**config.mk**
```make
export PLATFORM = sky130hd
export DESIGN_NAME = maxpool2d
export DESIGN_NICKNAME = d
export VERILOG_FILES = /design/src/rtl/cnn_pkg.sv /design/src/rtl/pool_max_acc.sv /design/src/rtl/maxpool2d.sv
export SDC_FILE = /design/constraint.sdc
export NUM_CORES = 1
export LEC_CHECK = 0
export CAP_MARGIN = 10
export CORE_MARGIN = 2
export CORE_UTILIZATION = 30
export DETAILED_ROUTE_END_ITERATION = 8
export GPL_ROUTABILITY_DRIVEN = 0
export PLACE_DENSITY = 0.56
export SKIP_CTS_REPAIR_TIMING = 1
export SYNTH_ARGS = -nofsm -noshare
export SYNTH_HDL_FRONTEND = slang
export SYNTH_SLANG_ARGS = --single-unit
export TNS_END_PERCENT = 30
```
**constraint.sdc**
```tcl
create_clock -name clk -period 19.4 [get_ports clk]
set_input_delay 1.94 -clock clk [delete_from_list [all_inputs] [get_ports clk]]
set_output_delay 1.94 -clock clk [all_outputs]
set_load 0.01 [all_outputs]
```
**src/rtl/cnn_pkg.sv**
```systemverilog
// Shared CNN pipeline types: data word, stage state encoding
// and the feature-map index helper.
package cnn_pkg;

  typedef logic signed [15:0] data_t;

  typedef enum logic [1:0] {
    IDLE  = 2'd0,
    LOAD  = 2'd1,
    STORE = 2'd2,
    DONE  = 2'd3
  } state_t;

  // Layout x + y*W + c*W*H
  function automatic logic [31:0] fm_index(
    input logic [31:0] x,
    input logic [31:0] y,
    input logic [31:0] c,
    input logic [31:0] w,
    input logic [31:0] h
  );
    return x + y * w + c * w * h;
  endfunction

endpackage

```
**src/rtl/pool_max_acc.sv**
```systemverilog
// Running-max register for one pooling window.
// load takes the first word; cmp keeps the signed maximum.
module pool_max_acc
  import cnn_pkg::*;
(
  input  logic  clk,
  input  logic  reset,
  input  logic  load,
  input  logic  cmp,
  input  data_t din,
  output data_t max_q
);

  always_ff @(posedge clk) begin
    if (reset) begin
      max_q <= '0;
    end else if (load) begin
      max_q <= din;
    end else if (cmp && (din > max_q)) begin
      max_q <= din;
    end
  end

endmodule

```
**src/rtl/maxpool2d.sv**
```systemverilog
// Non-overlapping POOLxPOOL max pooling over a conv feature map.
// Build option: define POOL_RELU_EN to clamp negative results to 0.
module maxpool2d
  import cnn_pkg::*;
#(
  parameter int IN_WIDTH  = 62,
  parameter int IN_HEIGHT = 62,
  parameter int CHANNELS  = 30,
  parameter int POOL      = 2,
  localparam int OW  = IN_WIDTH / POOL,
  localparam int OH  = IN_HEIGHT / POOL,
  localparam int AW  = $clog2(IN_WIDTH * IN_HEIGHT * CHANNELS),
  localparam int OAW = $clog2(OW * OH * CHANNELS)
) (
  input  logic           clk,
  input  logic           reset,
  input  logic           enable,
  input  data_t          input_data,
  output logic [AW-1:0]  input_addr,
  output logic           input_req,
  input  logic           input_valid,
  output data_t          pooled_data,
  output logic [OAW-1:0] output_addr,
  output logic           output_valid,
  output logic           pool_done
);

  localparam logic [15:0] P_MAX  = 16'(POOL - 1);
  localparam logic [15:0] K_MAX  = 16'(POOL * POOL - 1);
  localparam logic [15:0] OX_MAX = 16'(OW - 1);
  localparam logic [15:0] OY_MAX = 16'(OH - 1);
  localparam logic [15:0] CH_MAX = 16'(CHANNELS - 1);

  state_t state, state_n;
  logic [15:0] ox, oy, ch, wx, wy, k;
  logic accept, win_last, out_last;
  data_t max_q;

  assign accept   = (state == LOAD) && input_valid;
  assign win_last = (k == K_MAX);
  assign out_last = (ox == OX_MAX) && (oy == OY_MAX)
                 && (ch == CH_MAX);

  always_ff @(posedge clk) begin
    if (reset) state <= IDLE;
    else       state <= state_n;
  end

  always_comb begin
    state_n = state;
    unique case (state)
      IDLE:  if (enable) state_n = LOAD;
      LOAD:  if (accept && win_last) state_n = STORE;
      STORE: state_n = out_last ? DONE : LOAD;
      DONE:  state_n = IDLE;
    endcase
  end

  always_ff @(posedge clk) begin
    if (reset) begin
      ox <= '0; oy <= '0; ch <= '0;
      wx <= '0; wy <= '0; k  <= '0;
    end else begin
      case (state)
        IDLE: if (enable) begin
          ox <= '0; oy <= '0; ch <= '0;
          wx <= '0; wy <= '0; k  <= '0;
        end
        LOAD: if (accept) begin
          if (win_last) begin
            wx <= '0; wy <= '0; k <= '0;
          end else begin
            k <= k + 16'd1;
            if (wx == P_MAX) begin
              wx <= '0;
              wy <= wy + 16'd1;
            end else begin
              wx <= wx + 16'd1;
            end
          end
        end
        STORE: begin
          // Wrapping on the last output leaves counters at 0
          if (ox == OX_MAX) begin
            ox <= '0;
            if (oy == OY_MAX) begin
              oy <= '0;
              ch <= (ch == CH_MAX) ? '0 : ch + 16'd1;
            end else begin
              oy <= oy + 16'd1;
            end
          end else begin
            ox <= ox + 16'd1;
          end
        end
        default: ;
      endcase
    end
  end

  pool_max_acc u_acc (
    .clk   (clk),
    .reset (reset),
    .load  (accept && (k == '0)),
    .cmp   (accept && (k != '0)),
    .din   (input_data),
    .max_q (max_q)
  );

  always_comb begin
    input_addr = AW'(fm_index(
      32'(ox) * 32'(POOL) + 32'(wx),
      32'(oy) * 32'(POOL) + 32'(wy),
      32'(ch), 32'(IN_WIDTH), 32'(IN_HEIGHT)));
    output_addr = OAW'(fm_index(
      32'(ox), 32'(oy), 32'(ch), 32'(OW), 32'(OH)));
  end

  assign input_req    = (state == LOAD);
  assign output_valid = (state == STORE);
  assign pool_done    = (state == DONE);

`ifdef POOL_RELU_EN
  assign pooled_data = max_q[15] ? '0 : max_q;
`else
  assign pooled_data = max_q;
`endif

endmodule

```
[Word level (Yosys, flattened, before mapping)]
Cells that the tools add are included.
Operators by class
  $add $sub $neg: 12
  $mul: 6
  magnitude comparators: 1
  equality and inequality tests: 14
  mux-type cells: 27
  reductions and logical operators: 19
Operators by type and width (number)
  16-bit two-way mux: 17
  16-bit case mux with 2 select lines: 6
  16-bit by 1-bit adder with 16-bit output (second input constant): 6
  16-bit by 5-bit == test with 1-bit output (second input constant): 3
  16-bit by 5-bit multiplier with 21-bit output (second input constant): 2
  21-bit by 5-bit multiplier with 15-bit output (second input constant): 2
  17-bit adder: 2
  15-bit adder: 2
  17-bit by 16-bit adder with 18-bit output: 1
  18-bit by 5-bit multiplier with 16-bit output (second input constant): 1
  17-bit by 16-bit adder with 17-bit output: 1
  16-bit by 1-bit == test with 1-bit output (second input constant): 1
  16-bit by 2-bit == test with 1-bit output (second input constant): 1
  16-bit greater-than comparator: 1
  16-bit logical NOT: 1
  16-bit by 5-bit multiplier with 15-bit output (second input constant): 1
  16-bit nonzero test: 1
  2-bit by 1-bit inequality test with 1-bit output (second input constant): 4
  2-bit case mux with 4 select lines: 1
  4-bit AND reduction: 2
  1-bit logical AND: 7
  2-bit two-way mux: 3
  3-bit AND reduction: 2
  2-bit nonzero test: 3
  6 further kinds: 8
Storage, ports and cells
  bits in registers: 114
  input bits: 20
  word-level logic and storage cells: 87

[Logic depth before layout (Yosys ltp)]
Gate-level depths: netlist of run 1.
  word-level depth: 6
  gate-level depth with buffers: 36
  depth with buffers taken out: 36

[Modules after synthesis]
From an unflattened synthesis of run 1, not the netlist that was laid out.
Unflattened totals
  cell total of the unflattened synthesis: 1694
  area, all modules: 14999.4 um2
Modules (own cells, without submodules)
  maxpool2d: instances 1, cells an instance 1566, area each 13835.8 um2, seq. area each 1961.9 um2
  pool_max_acc: instances 1, cells an instance 128, area each 1163.6 um2, seq. area each 320.3 um2

[Worst setup path before layout of run 1]
No wires, ideal clock.
  kind: flip-flop to output port
  start point: register ch[0]
  end point: output port input_addr[16]
  arrival time: 8.396 ns
  required time: 17.460 ns
  slack: 9.064 ns
  cell stages (with the launch flop): 34
  cell sequence: dfxtp_1 fa_1 inv_1 fa_1 inv_1 fa_1 ha_1 a21o_2 a31o_2 xor2_1 inv_1 fa_1 fa_1 fa_1 inv_1 ha_1 nor2b_1 o21a_1 o21ai_0 nand2b_1 a21oi_1 o21ai_0 xnor2_1 fa_1 xnor2_1 xnor2_1 xnor2_1 xnor2_1 xnor2_1 xnor2_1 xnor2_1 xnor2_1 xnor3_1 xnor2_1
On the way
  cells in the longest elaborated chain, start to end: 3
Ends and longest elaborated chain
  start: declaration: line maxpool2d.sv:35  | logic [15:0] ox, oy, ch, wx, wy, k;
  start signal: assignment: line maxpool2d.sv:88  | ch <= (ch == CH_MAX) ? '0 : ch + 16'd1;
  16-bit by 5-bit multiplier with 21-bit output: line cnn_pkg.sv:22  | return x + y * w + c * w * h;
  21-bit by 5-bit multiplier with 15-bit output: line cnn_pkg.sv:22
  17-bit adder: line cnn_pkg.sv:22
  end: declaration: line maxpool2d.sv:19  | output logic [AW-1:0] input_addr,
No other way between the ends.

[Worst setup path in the final report of run 1]
Same ends and word-level chain as after synthesis.

==> impl_metrics.toml, run 1 <==
[status]
status = "finished, final reports clean"

[place]
hpwlAfterDp_um = 31200
dp.cells = 2418
port_buffers = 70

[critical_path]
max_stage_delay_ns = 0.60
timing_worst_setup_path_type = "flop to output pin"
crit_path_frequent_cell = "xnor2_1"
r2r_slack_ns = 15.97
reg2regPathDepth = 8
crit_path_top_delay_cell = "dfxtp_1"
setup.worst_path.start = "ch[0]"
critPathLaunchType = "flop"
r2r-start = "ox[5]"
reg2reg_to = "oy[3]"
crit_path_max_fanout = 11
crit_end = "input_addr[16]"
required_ns = 17.46
end_kind = "output pin"
arrival_ns = 9.96

[synthesis]
synth_area_sq_um = 15000
synthCells = 1705
ys_warn_count = 0
synth-edff-count = 0
syn_nets = 2088
synth-seq-cells = 114
ys_types = 67
avgSynthCellArea_sq_um = 8.81
yosysSeqAreaShare_pct = 15.2
synthFlopType = "dfxtp_1"
async_flop_share_pct = 0

[clocking]
clock_path_buffers = 2
h-tree-depth = 4
tritoncts = "yes"
cts_buffers = 17
clk_latency_ns = 0.47
clock-sinks = 114
cts-root-buf = "clkbuf_16"
path_clk_slew_ns = 0.06

[final_layout]
stdcell_count = 2450
mostFrequentLayoutCells = "inv_1 (362), fa_1 (204), nor2_1 (163)"
layout_commonest_cell = "inv_1"
drive_above_1_share_pct = 3.42
syn_to_final_growth_pct = 13.6
nets = 2156
diodes = 0
fill_cells = 5029

[timing]
layout_min_cycle_time_ns = 11.90
setup_viol = 0
fin_crit_sh_pct = 61.3
clock.fmax_mhz = 84.0
drv_slew = 0
rsz0062_at_grt = "no"
fin_tns_setup_ns = 0
slew_headroom_pct = 21.9
hold_violations = 0
tightest_slew_ns = 1.17
fin_skew_ns = 0.00974

[grt]
grt_max_degree = 58
grt-ovfl-total = 0
first_global_vias = 11700
grt_pass1_wl_um = 60700
grtUsageTotal_pct = 14.8
antenna_found_initial = 1

[floorplan]
dieArea_sq_um = 51900
die_w_um = 228
die_h_um = 228
rows = 81
coreArea_sq_um = 49200
io_pins = 71
initial_utilization_pct = 30.6

[routing]
wirelength_um = 36700
route.met2.wl_um = 17200
drt_iter0_markers = 710
drc = 0
top_layer_used = "met5"
vias = 11300
first_pass_iters = 7
wl_met1_um = 17000
vias_per_cell = 4.61
wl_per_cell_um = 15.0
ant_nets = 0
wl_met3_um = 1570

[power]
leakagePower_nw = 7.75
power.density_nw_per_um2 = 50.7
irDropWorstVdd_mv = 0.0501

[min_path]
hp-class = "flop to flop"

[flow_run]
cap_violations = 0
## kinds of logic after synthesis
| family | count (synthesis) | share of synthesized area, % |
|---|---|---|
| xor+xnor | 179 | 10.8 |
| simple gates | 413 | 12.9 |
| mux | 17 | 1.16 |
| buf+inv | 386 | 9.69 |
| flops | 114 | 15.2 |
| compound gates | 233 | 9.76 |
| fa+ha+maj | 363 | 40.4 |
## final cells by class
type                            instances  area (sq um)  share of cell area [%]
Multi-Input combinational cell       1205         11300                    66.1
Sequential cell                       114          2280                    13.4
Inverter                              363          1360                    7.99
Tap cell                              664           831                    4.87
Timing Repair Buffer                   72           711                    4.17
Clock buffer                           17           425                    2.49
Clock inverter                         15           163                   0.954
## through the flow
step	cell area (sq um)	total power [mW]	setup WS [ns]	util (%)	hold WS, ns
floorplan	15000	0.435	9.06	-	0.435
global placement	16500	0.550	7.87	33.5	0.453
detailed placement	16500	0.553	7.87	33.5	0.457
CTS	17100	0.883	7.32	34.7	0.469
global route	17100	0.926	6.69	34.7	0.516
finish	17100	0.865	7.50	34.7	0.472
## worst max-delay path: cells and delay by family (launching register included)
kind	cells	cell delay, ns
AOI/OAI and AO/OA	6	1.15
DFF	1	0.60
adders and majority gates	9	3.99
and+or+nand+nor	2	0.24
buffers and inverters	5	1.12
xor gates and xnor gates	12	2.40
## per-layer routing
metal / GRT usage, % / vias to the layer above
li1: - / 5539
met1: 19.4 / 5475
met2: 24.2 / 224
met3: 3.01 / 48
met4: 5.04 / 2
met5: 0 / -
## report_power, final
part           total (mW)  internal, mW  switching [mW]
combinational       0.298         0.144           0.154
clock               0.324         0.182           0.142
sequential          0.243         0.237         0.00576
## synth_stat cells (all sizes together), types with 3 or more instances
master | instances | area (sq um)
nand2b | 15 | 93.8
ha | 159 | 1990
and2 | 4 | 25.0
xor2 | 48 | 443
o21bai | 6 | 48.8
nand3 | 42 | 210
a22oi | 4 | 30.0
o21a | 16 | 120
buf | 3 | 17.5
nand4 | 21 | 131
a31oi | 9 | 56.3
a311oi | 9 | 78.8
or3 | 7 | 48.8
dfxtp | 114 | 2280
mux2i | 17 | 174
or2 | 3 | 18.8
and4 | 3 | 28.8
a21oi | 80 | 408
fa | 204 | 4080
inv | 363 | 1360
a21o | 20 | 155
a211oi | 8 | 60.1
nor4 | 12 | 75.1
nand2 | 76 | 285
o21ai | 61 | 309
nor2b | 17 | 106
clkbuf | 20 | 75.1
nor2 | 164 | 623
or4 | 4 | 30.0
nor3 | 25 | 125
xnor2 | 130 | 1160
and3 | 12 | 75.1
## registers in the layout, summed over array words and instances, names as in the netlist
register	cells
k	16
ch	16
state	2
ox	16
wx	16
wy	16
oy	16
u_acc.max_q	16
## how the worst min path moves through the flow
stage,startpoint,cells after the start,slack (ns),end
floorplan,k[15],2,0.43,k[15]
global placement,k[15],2,0.45,k[15]
detailed placement,k[15],2,0.46,k[15]
CTS,k[15],2,0.47,k[15]
global route,ox[10],2,0.52,ox[10]
finish,k[15],2,0.47,k[15]
No activity file was read; power rests on OpenSTA's default activity.
==> run 2: changes to the inputs <==
--- a/config.mk
+++ b/config.mk
@@ -10,7 +10,7 @@
 export CORE_UTILIZATION = 30
 export DETAILED_ROUTE_END_ITERATION = 8
 export GPL_ROUTABILITY_DRIVEN = 0
-export PLACE_DENSITY = 0.56
+export PLACE_DENSITY = 0.58
 export SKIP_CTS_REPAIR_TIMING = 1
 export SYNTH_ARGS = -nofsm -noshare
 export SYNTH_HDL_FRONTEND = slang
==> constraint.sdc (replaced) <==
create_clock -name clk -period 10.4 [get_ports clk]
set_input_delay 1.04 -clock clk [delete_from_list [all_inputs] [get_ports clk]]
set_output_delay 1.04 -clock clk [all_outputs]
set_load 0.01 [all_outputs]
==> run 2 against run 1 <==
Hold slack better by 0.0051 ns. Critical path type unchanged. Critical endpoint unchanged. Sequential power rose by 86%. Non-clock buffer count increased by 26. Global-route usage about the same. Cell area is 1.4% higher. Register-to-register slack got worse by 9.0 ns. Total power grew 84%.
==> impl_metrics.toml, run 2 (synthesis results as in run 1) <==
[final_layout]
nets = 2182
drive_above_1_share_pct = 5.68
stdcell_area_sq_um = 17300
diodes = 0
syn_to_final_growth_pct = 15.1
mostFrequentLayoutCells = "inv_1 (361), fa_1 (203), nor2_1 (161)"
stdcell_count = 2476
layout_commonest_cell = "inv_1"

[grt]
grtUsageMet3_pct = 3.40
grtUsageTotal_pct = 14.8
grt_max_degree = 58
use_met2_pct = 25.2
grt_pass1_wl_um = 60400
first_global_vias = 11700
grt-ovfl-total = 0
busiest_layer = "met2"
use_met1_pct = 18.7
antenna_found_initial = 2

[min_path]
hold_path_depth = 2
holdPathEnd = "ox[10]"
hp-class = "flop to flop"
hold_start = "ox[10]"

[timing]
slew_headroom_pct = 35.9
fin_skew_ns = 0.00987
rsz0062_at_grt = "yes"
hold_violations = 0
tightest_slew_ns = 0.955
drv_slew = 0
setup_viol = 0
fin_tns_setup_ns = 0
layout_min_cycle_time_ns = 9.92
clock.fmax_mhz = 101
fin_crit_sh_pct = 95.3

[routing]
wl_per_cell_um = 14.9
drc = 0
drt_iter0_markers = 583
wirelength_um = 36800
first_pass_iters = 5
vias_per_cell = 4.62
ant_nets = 0
vias = 11400

[critical_path]
r2r_slack_ns = 6.96
cp.buffers_inverters = 7
end_kind = "output pin"
timing_worst_setup_path_type = "flop to output pin"
critPathLaunchType = "flop"
reg2regPathDepth = 8
required_ns = 9.36
reg2reg_to = "oy[3]"
r2r-start = "ox[5]"
crit_path_frequent_cell = "xnor2_1"
cp.depth = 34
crit_path_top_delay_cell = "fa_1"
setup.worst_path.start = "ch[1]"
critPathTopFamily = "adder cells"
crit_path_max_fanout = 7
arrival_ns = 8.88
max_stage_delay_ns = 0.60

[clocking]
cts_buffers = 17
clock-sinks = 114
h-tree-depth = 4
clock_path_buffers = 2
clk_latency_ns = 0.46
cts-root-buf = "clkbuf_16"
tritoncts = "yes"
path_clk_slew_ns = 0.06

[floorplan]
rows = 81
coreArea_sq_um = 49200
dieArea_sq_um = 51900
die_w_um = 228
io_pins = 71
die_h_um = 228
initial_utilization_pct = 30.6

[status]
status = "finished, final reports clean"

[place]
port_buffers = 70
hpwlAfterDp_um = 31300
dp.cells = 2443
dpl_cell_area_sq_um = 16700

[power]
irDropWorstVdd_mv = 0.121
power.density_nw_per_um2 = 91.9
leakagePower_nw = 7.91

[flow_run]
cap_violations = 0
run 2: changes by cell type in the layout (fill, tap and decap cells not counted), moves of 2 or more:
| cell | previous run | this run |
|---|---|---|
| nor2_1 | 163 | 161 |
| dfxtp_1 | 114 | 111 |
| xnor2_2 | 3 | 7 |
| buf_4 | 2 | 27 |
| clkdlybuf4s50_1 | 69 | 67 |
| xnor2_1 | 127 | 123 |
| dfxtp_2 | 0 | 3 |
run 2: how the worst max path moves through the flow:
stage,end
after floorplan,input_addr[16]
after global placement,input_addr[16]
after detailed placement,input_addr[16]
after CTS,input_addr[16]
after global routing,input_addr[16]
final,input_addr[16]
run 2: metal layers:
metal  part of all wire [%]  vias to the layer above
li1                       -                     5603
met1                     46                     5596
met2                     48                      202
met3                    4.2                       40
met4                    1.8                        2
met5                  0.033                        -
run 2: final cells by class:
type / count / area (sq um)
clock buffers: 17 / 425
clock inverters: 15 / 138
fillers: 5089 / 31900
inverters: 363 / 1360
multi-input cells: 1205 / 11300
flip-flops and latches: 114 / 2290
well taps: 664 / 831
repair buffers: 98 / 907
run 2: tightest hold or removal path: cells and delay by family, from the launching register on:
| family | cells | cell delay (ns) |
|---|---|---|
| and+or+nand+nor | 1 | 0.06 |
| AOI/OAI and AO/OA | 1 | 0.05 |
| DFF | 1 | 0.32 |
run 2: metrics by stage:
step / utilization (%) / hold slack [ns] / setup slack, ns / total power, mW
final: 35.2 / 0.477 / 0.485 / 1.59
after global routing: 35.2 / 0.518 / -0.0437 / 1.70
after CTS: 35.0 / 0.474 / -0.557 / 1.62
after detailed placement: 33.9 / 0.464 / 0.0448 / 1.03
after global placement: 33.9 / 0.458 / 0.175 / 1.03
after floorplan: - / 0.435 / 0.964 / 0.811
run 2: power by group:
group | internal (mW) | switching, mW | total [mW]
Combinational | 0.272 | 0.291 | 0.562
Sequential | 0.443 | 0.00886 | 0.451
Clock | 0.314 | 0.261 | 0.576
